## src/rtl/data_ram_arbiter.sv

```systemverilog
// Two-port round-robin arbiter in front of a single-ported 24-bit data RAM.
// Each transaction runs IDLE -> ISSUE -> (CAPTURE) -> DONE, and every output is driven from a register.
module data_ram_arbiter #(
    parameter int ADDRESS_BUS_WIDTH = 16,
    parameter int DATA_BUS_WIDTH    = 24,
    parameter int RAM_BYTES         = 32768
) (
    input  logic                         clk,
    input  logic                         rst_n,
    input  logic                         req0,
    input  logic                         req1,
    input  logic                         rnw0,
    input  logic                         rnw1,
    input  logic [ADDRESS_BUS_WIDTH-1:0] addr0,
    input  logic [ADDRESS_BUS_WIDTH-1:0] addr1,
    input  logic [DATA_BUS_WIDTH-1:0]    wdata0,
    input  logic [DATA_BUS_WIDTH-1:0]    wdata1,
    output logic                         ack0,
    output logic                         ack1,
    output logic                         err0,
    output logic                         err1,
    output logic [DATA_BUS_WIDTH-1:0]    rdata,
    output logic                         busy,
    output logic                         ram_cs,
    output logic                         ram_rnw,
    output logic [ADDRESS_BUS_WIDTH-1:0] ram_addr,
    output logic [DATA_BUS_WIDTH-1:0]    ram_wdata,
    input  logic [DATA_BUS_WIDTH-1:0]    ram_rdata
);

    typedef enum logic [1:0] {IDLE, ISSUE, CAPTURE, DONE} state_t;

    localparam longint unsigned MAX_ADDR = longint'(RAM_BYTES) - 3;

    state_t                         state_q, state_d;
    logic                           lastGrant_q, lastGrant_d;
    logic                           grant_q, grant_d;
    logic                           rnw_q, rnw_d;
    logic                           oor_q, oor_d;
    logic [DATA_BUS_WIDTH-1:0]      rdata_q, rdata_d;
    logic [ADDRESS_BUS_WIDTH-1:0]   ramAddr_q, ramAddr_d;
    logic [DATA_BUS_WIDTH-1:0]      ramWdata_q, ramWdata_d;
    logic                           ramCs_q, ramCs_d;
    logic                           ramRnw_q, ramRnw_d;
    logic                           ack0_q, ack0_d, ack1_q, ack1_d;
    logic                           err0_q, err0_d, err1_q, err1_d;
    logic                           busy_q, busy_d;

    logic                           win;
    logic                           selRnw;
    logic [ADDRESS_BUS_WIDTH-1:0]   selAddr;
    logic [DATA_BUS_WIDTH-1:0]      selWdata;
    logic                           selOor;

    // On a tie the port that did not win last time is served.
    assign win      = (req0 && req1) ? ~lastGrant_q : req1;
    assign selRnw   = win ? rnw1 : rnw0;
    assign selAddr  = win ? addr1 : addr0;
    assign selWdata = win ? wdata1 : wdata0;
    assign selOor   = longint'(selAddr) > MAX_ADDR;

    always_comb begin
        state_d     = state_q;
        lastGrant_d = lastGrant_q;
        grant_d     = grant_q;
        rnw_d       = rnw_q;
        oor_d       = oor_q;
        rdata_d     = rdata_q;
        ramAddr_d   = ramAddr_q;
        ramWdata_d  = ramWdata_q;

        case (state_q)
            IDLE: begin
                if (req0 || req1) begin
                    grant_d     = win;
                    lastGrant_d = win;
                    rnw_d       = selRnw;
                    oor_d       = selOor;
                    if (selOor) begin
                        state_d = DONE;
                    end else begin
                        state_d    = ISSUE;
                        ramAddr_d  = selAddr;
                        ramWdata_d = selWdata;
                    end
                end
            end
            ISSUE:   state_d = rnw_q ? CAPTURE : DONE;
            CAPTURE: begin
                rdata_d = ram_rdata;
                state_d = DONE;
            end
            DONE:    state_d = IDLE;
            default: state_d = IDLE;
        endcase

        // Outputs are decoded from the next state so they appear registered alongside it.
        ramCs_d  = (state_d == ISSUE);
        ramRnw_d = (state_d == ISSUE) ? rnw_d : 1'b1;
        ack0_d   = (state_d == DONE) && !grant_d;
        ack1_d   = (state_d == DONE) && grant_d;
        err0_d   = ack0_d && oor_d;
        err1_d   = ack1_d && oor_d;
        busy_d   = (state_d != IDLE);
    end

    always_ff @(posedge clk or negedge rst_n) begin
        if (!rst_n) begin
            state_q     <= IDLE;
            lastGrant_q <= 1'b1;
            grant_q     <= 1'b0;
            rnw_q       <= 1'b1;
            oor_q       <= 1'b0;
            rdata_q     <= '0;
            ramAddr_q   <= '0;
            ramWdata_q  <= '0;
            ramCs_q     <= 1'b0;
            ramRnw_q    <= 1'b1;
            ack0_q      <= 1'b0;
            ack1_q      <= 1'b0;
            err0_q      <= 1'b0;
            err1_q      <= 1'b0;
            busy_q      <= 1'b0;
        end else begin
            state_q     <= state_d;
            lastGrant_q <= lastGrant_d;
            grant_q     <= grant_d;
            rnw_q       <= rnw_d;
            oor_q       <= oor_d;
            rdata_q     <= rdata_d;
            ramAddr_q   <= ramAddr_d;
            ramWdata_q  <= ramWdata_d;
            ramCs_q     <= ramCs_d;
            ramRnw_q    <= ramRnw_d;
            ack0_q      <= ack0_d;
            ack1_q      <= ack1_d;
            err0_q      <= err0_d;
            err1_q      <= err1_d;
            busy_q      <= busy_d;
        end
    end

    assign ack0      = ack0_q;
    assign ack1      = ack1_q;
    assign err0      = err0_q;
    assign err1      = err1_q;
    assign rdata     = rdata_q;
    assign busy      = busy_q;
    assign ram_cs    = ramCs_q;
    assign ram_rnw   = ramRnw_q;
    assign ram_addr  = ramAddr_q;
    assign ram_wdata = ramWdata_q;

endmodule

```

## config.mk

```make
export PLATFORM = sky130hd
export DESIGN_NAME = data_ram_arbiter
export DESIGN_NICKNAME = d
export VERILOG_FILES = /design/src/rtl/data_ram_arbiter.sv
export SDC_FILE = /design/constraint.sdc
export NUM_CORES = 1
export LEC_CHECK = 0
export CORE_UTILIZATION = 40
export CTS_CLUSTER_DIAMETER = 200
export DETAILED_ROUTE_END_ITERATION = 8
export PLACE_DENSITY = 0.81
export SYNTH_ARGS = -nofsm -noshare
export SYNTH_HDL_FRONTEND = slang
export SYNTH_SLANG_ARGS = --single-unit
export TNS_END_PERCENT = 100
```

## constraint.sdc

```tcl
create_clock -name clk -period 2.1 [get_ports clk]
set_input_delay 0.21 -clock clk [delete_from_list [all_inputs] [get_ports clk]]
set_output_delay 0.21 -clock clk [all_outputs]
set_load 0.005 [all_outputs]
```

; After elaboration in Yosys (flattened, before gate mapping)
; Cells that the tools add are included.
; Widths: inputs -> output; s select.
[totals]
register_bits = 77
in_bits = 110
output_inout_bits = 71
elab_cells = 49
[classes]
magnitude_cmp = 1
n_eq_ne = 5
muxes = 15
n_bitwise = 2
reduce_logical = 11
[op_table]
columns = op, count
row1 = $mux 24, 1
row2 = $gt 16x15->1 const B, 1
row3 = $mux 16, 1
row4 = $mux 1, 10
row5 = $pmux 2 s4, 1
row6 = $eq 2x2->1 const B, 3
row7 = $logic_and 1x1->1, 5
row8 = $eq 2x1->1 const B, 2
row9 = $mux 2, 2
row10 = $reduce_and 3->1, 1
row11 = $logic_not 2->1, 1
row12 = $not 1->1, 2
row13 = $reduce_and 2->1, 1
row14 = $reduce_bool 2->1, 1
row15 = $logic_not 1->1, 1
row16 = $logic_or 1x1->1, 1

; Logic depth before layout (Yosys ltp)
; Gate-level depths: netlist (run 1).
[depth]
ltp_word = 10
depth_mapped = 7
depth_no_buf = 7

; Least setup slack after synthesis (run 1)
; Ideal clock, no wire load.
[synth_timing]
path_type = flip-flop to flip-flop
start = register lastGrant_q
end = register ramAddr_q[0] (netlist: ram_addr[0])
setup_ns = 0.127
arrival_ns = 1.597
required_ns = 1.973
path_slack_ns = 0.375
path_stages_with_launch = 6
path_buffers = 1
period_less_slack_ns = 1.725
path_cell_list = dfstp_2 a21boi_4 mux2_4 nor2_8 buf_6 mux2_1
[synth_via]
elab_chain_len = 6
[synth_lines]
columns = element, line_no
row1 = "start, declared", 36  ; logic lastGrant_q, lastGrant_d;
row2 = "start signal, assigned", 126  ; lastGrant_q <= lastGrant_d;
row3 = $not 1->1 *, 56  ; assign win = (req0 && req1) ? ~lastGrant_q : req1;
row4 = $mux 1 *, 56
row5 = $mux 16 *, 58  ; assign selAddr = win ? addr1 : addr0;
row6 = $gt 16x15->1, 60  ; assign selOor = longint'(selAddr) > MAX_ADDR;
row7 = $not 1->1 (no source line), --
row8 = $reduce_and 3->1 (no source line), --
row9 = "end signal, assigned", 131  ; ramAddr_q <= ramAddr_d;
row10 = "end, declared", 41  ; logic [ADDRESS_BUS_WIDTH-1:0] ramAddr_q, ramAddr_d;
; Every way passes the cells marked *; elsewhere a longest branch is shown, timed or not.
; A chain may end at the register's enable or synchronous reset.

; Worst setup path after layout (run 1)
[layout_timing]
start = register lastGrant_q
end = register ramAddr_q[4] (netlist: ram_addr[4])
; The elaborated chain is that of the path after synthesis.

==> results of run 1 <==
[power breakdown]
| part | total [mW] | switching (mW) | internal, mW |
|---|---|---|---|
| combinational | 3.29 | 1.13 | 2.15 |
| clock | 1.24 | 0.511 | 0.731 |
| sequential | 2.58 | 0.349 | 2.23 |
[sequential cells by signal (all words and copies together) (netlist names), 2 cells and up]
register and count:
state_q 2, ram_addr 16, ram_wdata 24, rdata 24
[Yosys cell counts]
cell type	instances	area share [%]
a21boi_4	1	0.53
a21oi_1	1	0.14
a22oi_1	1	0.21
a31oi_1	1	0.18
a32o_1	1	0.28
and2_1	1	0.18
buf_1	2	0.21
buf_2	2	0.28
buf_6	4	1.3
clkbuf_1	3	0.32
dfrtp_1	74	53
dfstp_2	3	2.2
ha_1	4	1.4
inv_1	5	0.53
inv_2	2	0.21
mux2_1	41	13
mux2_2	61	20
mux2_4	1	0.43
mux2i_1	1	0.28
nand2_1	6	0.64
nand2_2	1	0.18
nand2b_1	1	0.18
nand4_1	6	1.1
nor2_1	5	0.53
nor2_8	1	0.57
nor2b_1	3	0.53
nor4_1	4	0.71
o21ai_0	1	0.14
o21ai_1	3	0.43
o21bai_1	1	0.21
o31ai_1	1	0.21
or4b_1	2	0.57
[worst paths after layout]
kind,startpoint,to,slack [ns],depth (start not counted)
max,lastGrant_q,ram_addr[4],0.14,5
min,rst_n,ram_wdata[14],0.32,2
max reg2reg,lastGrant_q,ram_addr[4],0.14,5
min reg2reg,ram_addr[14],ram_addr[14],0.49,1
max in group asynchronous,rst_n,lastGrant_q,1.15,3
min in group clk,ram_addr[14],ram_addr[14],0.49,1
[area by class of cell]
type | instances | area [um2]
clock buffers | 12 | 155.1
fillers | 632 | 2646
repair buffers | 193 | 1912
well taps | 105 | 131.4
flip-flops and latches | 77 | 1931
clock inverters | 4 | 70.07
inverters | 7 | 26.28
multi-input cells | 151 | 1510
[logic make-up (layout without fill, tap and decap cells)]
| family | Yosys count | in the layout | share of synthesized area (%) |
|---|---|---|---|
| mux | 104 | 104 | 33.36 |
| fa+ha+maj | 4 | 4 | 1.423 |
| simple gates | 30 | 32 | 5.157 |
| compound gates | 11 | 11 | 2.347 |
| flops | 77 | 77 | 54.87 |
| buf+inv | 18 | 216 | 2.845 |
[worst max-delay path: cells and delay by family, from the launching register on]
family	cells	cell delay [ns]
compound gates	1	0.21
flops	1	0.58
mux	1	0.37
simple gates	3	0.68
[layer usage]
layer / global-route usage (%) / share of wire, % / up-vias
li1: - / - / 1270
met1: 22.05 / 38 / 1302
met2: 37.14 / 52 / 106
met3: 4.344 / 6.1 / 19
met4: 9.950 / 3.2 / 0
met5: 0 / 0 / -
[what timing repair did]
action,4_1_cts,5_1_grt
resized for setup,0,1
pin swaps,2,1
endpoints found under the setup margin,39,6
buffers inserted,0,0
hold buffers,1,0
endpoints found under the hold margin,24,0
gates cloned,2,0
[stage by stage]
stage                     hold slack (ns)  TNS [ns]  worst slack, ns  utilization, %  instance area [um2]
after floorplan                  -0.08559         0           0.3753               -                 3518
after global placement             0.1312    -10.48          -0.2684           65.35                 5478
after detailed placement           0.1295    -12.57          -0.3247           65.35                 5478
after CTS                          0.3147         0          0.03235           68.37                 5731
after global routing               0.3429         0          0.01476           68.43                 5736
final                              0.3174         0           0.1396           68.43                 5736
==> impl_metrics.toml, run 1 <==
[clock_network]
clock_path_buffers = 2
path_clk_slew_ns = 0.07
clkLatencyLatePin_ns = 0.33
cts_buffers = 9
clock_sinks = 77
cts_root_buffer = "clkbuf_8"
htreeDepth = 3
cts_tree = "yes"

[timing]
period_minus_slack_ns = 1.960
fin_skew_ns = 0.005371
fmax_ghz = 0.5101
max_slew_margin_pct = 69.58
finalHoldViolCount = 0
period_share_pct = 93.35
slew_violations = 0
rsz0062_at_grt = "no"
worst_pin_slew_ns = 0.4521
setup_viol = 0

[logic_synthesis]
ys_ff_latch = 77
syn_inst = 244
yosysUniqueCellTypes = 32
syn_nets = 358
ys.warnings.count = 0
seq_area_frac_synth_pct = 54.87
syn-cell-area_um2 = 3518
syn_area_per_cell_um2 = 14.42

[grt]
gr-total-overflow = 0
first_global_vias = 2945
grt_pass1_wl_um = 13910
antenna_found_initial = 0
grt_start_max_net_pins = 54
grt_use_total_pct = 20.27

[placement]
dp_hpwl_um = 6491
place.gp.congestion = 0.7778
placed_cells = 530
portBuffers = 180

[floorplan]
ios = 181
fp-row-count = 33
die_w_um = 95.79
coreArea_um2 = 8382
die_y_um = 95.79
dieArea_um2 = 9175
start_util_pct = 41.98

[critical_path]
crit_path_cell_trace = "nand2b_1 > a32o_1 > nand2_2 > nor2_8 > mux2_1"
slowest_delay_ns = 0.58
slowest_stage = "dfstp_2"
endpoint_kind = "register"
startpoint_type = "register"
cp.required_ns = 2.31
worst-path-max-fanout = 22
crit_type = "register to register"
arrival_ns = 2.17

[pwr]
power_leakage_nw = 2.365
power_density_nw_per_um2 = 1240
power_mw = 7.112
max-vdd-ir-drop_mv = 0.5821

[drt]
vias = 2697
vias_per_cell = 4.913
post_drt_wl_per_cell_um = 16.07
drcViolationCount = 0
drt_pass1_iterations = 4
dr.first_iter.drc_count = 42
routed_wl_um = 8824
ant_nets = 0

[flow_run]
max-cap-violations = 0

[outcome]
status = "completed"

[layout]
antenna_cells = 0
final_common_cell = "clkdlybuf4s50_1"
nNetsFinal = 553
syn2layout_area_growth_pct = 63.02
layout.cells.non_filler = 549
drive_gt1_share_pct = 22.52
final_cell_mix = "clkdlybuf4s50_1, dfrtp_1, mux2_2, mux2_1, buf_4"

[hold_path]
hold_class = "primary input to async pin"
No activity file was read; power rests on OpenSTA's default activity.
==> run 2, diff against run 1 <==
--- a/config.mk
+++ b/config.mk
@@ -5,10 +5,10 @@
 export SDC_FILE = /design/constraint.sdc
 export NUM_CORES = 1
 export LEC_CHECK = 0
-export CORE_UTILIZATION = 40
-export CTS_CLUSTER_DIAMETER = 200
+export CORE_UTILIZATION = 43
+export CTS_CLUSTER_DIAMETER = 100
 export DETAILED_ROUTE_END_ITERATION = 8
-export PLACE_DENSITY = 0.81
+export PLACE_DENSITY = 0.86
 export SYNTH_ARGS = -nofsm -noshare
 export SYNTH_HDL_FRONTEND = slang
 export SYNTH_SLANG_ARGS = --single-unit
==> constraint.sdc (replaced) <==
create_clock -name clk -period 2.35 [get_ports clk]
set_input_delay 0.235 -clock clk [delete_from_list [all_inputs] [get_ports clk]]
set_output_delay 0.235 -clock clk [all_outputs]
set_load 0.005 [all_outputs]
==> run 2 against run 1 <==
Worst hold slack gained 0.059 ns. Via count shrank 0.15%. Clock power shrank 24%. Cell count shrank 2.0%. Wire length grew 1.8%. Clock-buffer cell count shrank 2. Clock skew grew 0.0061 ns. Total power shrank 14%. Sequential power shrank 10%. Largest power group unchanged. Highest routed layer unchanged.
==> impl_metrics.toml, run 2 (synthesized netlist as in run 1, its figures left out) <==
[outcome]
status = "completed"

[grt]
grt_use_total_pct = 22.24
first_global_vias = 3078
gr-total-overflow = 0
grt_start_max_net_pins = 47
grt_pass1_wl_um = 14550
antenna_found_initial = 0

[critical_path]
reg2reg_setup_slack_ns = 0.21
cp.required_ns = 2.57
arrival_ns = 2.35
crit_type = "register to register"
r2r_end = "ram_addr[10]"
worst-path-max-fanout = 43
slowest_stage = "dfstp_2"
endpoint_kind = "register"
reg2reg_depth = 5
rr_startpoint = "lastGrant_q"
startpoint_type = "register"
crit_path_cell_trace = "nand2b_1 > a32o_1 > nand2_2 > nor2_8 > mux2_1"
setup.worst_path.start = "lastGrant_q"
slowest_delay_ns = 0.59

[timing]
rsz0062_at_grt = "no"
max_slew_margin_pct = 51.31
finalHoldViolCount = 0
fmax_ghz = 0.4683
fin_skew_ns = 0.01146
worst_pin_slew_ns = 0.7304
period_minus_slack_ns = 2.135
slew_violations = 0
period_share_pct = 90.86
setup_viol = 0

[floorplan]
dieArea_um2 = 8548
die_y_um = 92.46
coreArea_um2 = 7807
die_w_um = 92.46
start_util_pct = 45.06
fp-row-count = 32
ios = 181

[clock_network]
clkLatencyLatePin_ns = 0.34
clock_sinks = 77
cts-resized-gates = 0
htreeDepth = 3
postCtsSetupBuffers = 0
cts_buffers = 9
clock_path_buffers = 2
path_clk_slew_ns = 0.08
cts_tree = "yes"
cts_root_buffer = "clkbuf_8"

[pwr]
power_density_nw_per_um2 = 1089
power_leakage_nw = 2.309
power_mw = 6.129
max-vdd-ir-drop_mv = 0.5046

[drt]
routed_wl_um = 8987
vias_per_cell = 5.006
ant_nets = 0
vias = 2693
post_drt_wl_per_cell_um = 16.70
dr.first_iter.drc_count = 59
drcViolationCount = 0
drt_pass1_iterations = 4

[placement]
portBuffers = 180
dp_hpwl_um = 6959
postPlaceCellArea_um2 = 5436
place.gp.congestion = 0.7767
placed_cells = 522

[layout]
final_area_um2 = 5627
nNetsFinal = 546
layout.cells.non_filler = 538
antenna_cells = 0
drive_gt1_share_pct = 21.10
final_cell_mix = "clkdlybuf4s50_1, dfrtp_1, mux2_2, mux2_1, clkbuf_8"
syn2layout_area_growth_pct = 59.92
fill_cells = 576
final_common_cell = "clkdlybuf4s50_1"

[flow_run]
max-cap-violations = 0

[hold_path]
hold_class = "primary input to async pin"
-- run 2: final cells by class --
class                           count  area, um2  share of cell area, %
Tap cell                          102      127.6                  2.268
Clock inverter                      5      52.55                 0.9340
Timing Repair Buffer              188       1874                  33.31
Inverter                            7      26.28                 0.4670
Sequential cell                    77       1931                  34.31
Multi-Input combinational cell    149       1488                  26.44
Clock buffer                       10      127.6                  2.268
-- run 2: where the power goes --
group          leakage, nW  total, mW  switching [mW]  internal, mW
registers            0.916       2.32           0.325          2.00
clock network       0.0919      0.947           0.467         0.480
logic                 1.30       2.86           0.999          1.86
total                 2.31       6.13            1.79          4.34
-- run 2: worst max path at each step --
stage / to / slack, ns
5_1_grt: ram_addr[10] / 0.12
3_3_place_gp: ram_addr[13] / -0.05
4_1_cts: ram_addr[10] / 0.21
2_1_floorplan: ram_addr[0] / 0.63
3_5_place_dp: ram_addr[3] / -0.09
6_report: ram_addr[10] / 0.21
-- run 2: routing by layer --
metal	part of all wire, %	up-vias	GRT usage, %
met3	4.3	27	3.777
met1	38	1316	23.89
met2	53	99	40.37
li1	-	1251	-
met5	0	-	0
met4	4.4	0	13.80
-- run 2: critical path, delay by kind of cell, from the launching register on --
kind	cells	cell delay [ns]
and+or+nand+nor	3	0.81
muxes	1	0.39
DFF	1	0.59
AOI/OAI and AO/OA	1	0.21
-- run 2: metrics by stage --
step | setup slack [ns] | util (%) | TNS [ns] | hold slack (ns)
floorplan | 0.6253 | - | 0 | -0.06059
global placement | -0.05025 | 69.63 | -1.840 | 0.2059
detailed placement | -0.09382 | 69.63 | -2.803 | 0.2071
CTS | 0.2143 | 72.07 | 0 | 0.3832
global route | 0.1189 | 72.07 | 0 | 0.4029
finish | 0.2147 | 72.07 | 0 | 0.3766
-- run 2: timing repair --
action,CTS,global route
setup endpoints to repair,0,0
endpoints found under the hold margin,31,0
hold buffers,1,0
==> run 3, diff against run 2 <==
--- a/config.mk
+++ b/config.mk
@@ -8,6 +8,7 @@
 export CORE_UTILIZATION = 43
 export CTS_CLUSTER_DIAMETER = 100
 export DETAILED_ROUTE_END_ITERATION = 8
+export MAX_ROUTING_LAYER = met4
 export PLACE_DENSITY = 0.86
 export SYNTH_ARGS = -nofsm -noshare
 export SYNTH_HDL_FRONTEND = slang
==> run 3 against run 2 <==
Register-to-register slack hardly changed. Worst hold slack worse by 0.0040 ns. Flip-flop and latch count stayed put. Sequential share of layout area stayed put. Largest cell class unchanged. Non-clock buffer count stayed put. Cell count stayed put. Via count is 0.30% higher. Largest power group unchanged. Clock power hardly changed. Highest routed layer unchanged. Clock-buffer cell count stayed put. Sequential power hardly changed.
==> impl_metrics.toml, run 3 (synthesized netlist as in run 1, its figures left out) <==
[drt]
routed_wl_um = 8951
drcViolationCount = 0
dr.first_iter.drc_count = 64
post_drt_wl_per_cell_um = 16.64
vias_per_cell = 5.020
drt_pass1_iterations = 4
vias = 2701
ant_nets = 0

[layout]
layout.cells.non_filler = 538
antenna_cells = 0
syn2layout_area_growth_pct = 59.92
final_common_cell = "clkdlybuf4s50_1"
final_cell_mix = "clkdlybuf4s50_1, dfrtp_1, mux2_2, mux2_1, clkbuf_8"
final_area_um2 = 5627
drive_gt1_share_pct = 21.10
fin_util_pct = 72.07
nNetsFinal = 546

[grt]
antenna_found_initial = 0
grt_use_total_pct = 22.93
gr-total-overflow = 0
first_global_vias = 3087
grt_start_max_net_pins = 47
grt_pass1_wl_um = 14570

[floorplan]
die_w_um = 92.46
start_util_pct = 45.06
coreArea_um2 = 7807
dieArea_um2 = 8548
fp-row-count = 32
die_y_um = 92.46
ios = 181

[clock_network]
path_clk_slew_ns = 0.08
clkLatencyLatePin_ns = 0.34
clock_path_buffers = 2
htreeDepth = 3
postCtsSetupBuffers = 0
cts_buffers = 9
clock_sinks = 77
cts_tree = "yes"
cts_root_buffer = "clkbuf_8"

[placement]
dp_slack_ns = -0.09382
place.gp.congestion = 0.7874
postPlaceCellArea_um2 = 5436
placed_cells = 522
portBuffers = 180
dp_hpwl_um = 6959

[pwr]
power_density_nw_per_um2 = 1089
max-vdd-ir-drop_mv = 0.5062
power_leakage_nw = 2.309

[outcome]
status = "completed"

[flow_run]
max-cap-violations = 0

[timing]
setup_viol = 0
worst_pin_slew_ns = 0.7230
period_minus_slack_ns = 2.127
fin_skew_ns = 0.01040
rsz0062_at_grt = "no"
slew_violations = 0
fmax_ghz = 0.4701
max_slew_margin_pct = 51.80
finalHoldViolCount = 0
period_share_pct = 90.52
fin_ws_ns = 0.2228

[critical_path]
cp.required_ns = 2.57
rr_startpoint = "lastGrant_q"
startpoint_type = "register"
reg2reg_depth = 5
reg2reg_setup_slack_ns = 0.22
r2r_end = "ram_addr[10]"
arrival_ns = 2.35
worst-path-max-fanout = 43
endpoint_kind = "register"
crit_type = "register to register"

[hold_path]
hold_class = "primary input to async pin"
[run 3: cell counts in the layout (fill, tap and decap cells not counted)]
No cell type changed its count.
[run 3: final cells by class]
class                      instances  area (um2)
clock buffer                      10       127.6
fill                             576        2181
tap                              102       127.6
sequential                        77        1931
inverter                           7       26.28
clock inverter                     5       52.55
multi-input combinational        149        1488
timing repair buffer             188        1874
[run 3: worst max-delay path: stages (launching register included)]
cell	delay [ns]
dfstp_2	0.59
nand2b_1	0.13
a32o_1	0.21
nand2_2	0.11
nor2_8	0.56
mux2_1	0.39
[run 3: per-layer routing]
metal / GRT usage, % / routed length (um)
met5: - / 0
met1: 24.37 / 3463
met2: 40.43 / 4784
met3: 3.941 / 341
met4: 12.63 / 361
[run 3: report_power, final]
part           internal [mW]  switching [mW]  total (mW)
registers               2.00           0.327        2.32
clock network          0.480           0.465       0.945
logic                   1.86           0.998        2.86
total                   4.34            1.79        6.13
[run 3: repair_timing]
item	in CTS	in global routing
hold buffers	1	0
resized for setup	0	0
endpoints found under the hold margin	31	0
[run 3: how the worst max path moves through the flow]
| stage | startpoint | to | slack, ns | depth (start not counted) |
|---|---|---|---|---|
| after detailed placement | req1 | ram_addr[3] | -0.09 | 5 |
| after global placement | req1 | ram_addr[13] | -0.05 | 5 |
| after global routing | lastGrant_q | ram_addr[10] | 0.12 | 5 |
| after CTS | lastGrant_q | ram_addr[10] | 0.21 | 5 |
| final | lastGrant_q | ram_addr[10] | 0.22 | 5 |
| after floorplan | lastGrant_q | ram_addr[0] | 0.63 | 5 |
[run 3: stage by stage]
| stage | setup TNS [ns] | hold WS [ns] | power [mW] |
|---|---|---|---|
| after floorplan | 0 | -0.06059 | 3.530 |
| after global placement | -1.840 | 0.2059 | 5.107 |
| after detailed placement | -2.803 | 0.2071 | 5.241 |
| after CTS | 0 | 0.3832 | 6.206 |
| after global routing | 0 | 0.3977 | 6.521 |
| final | 0 | 0.3727 | 6.128 |
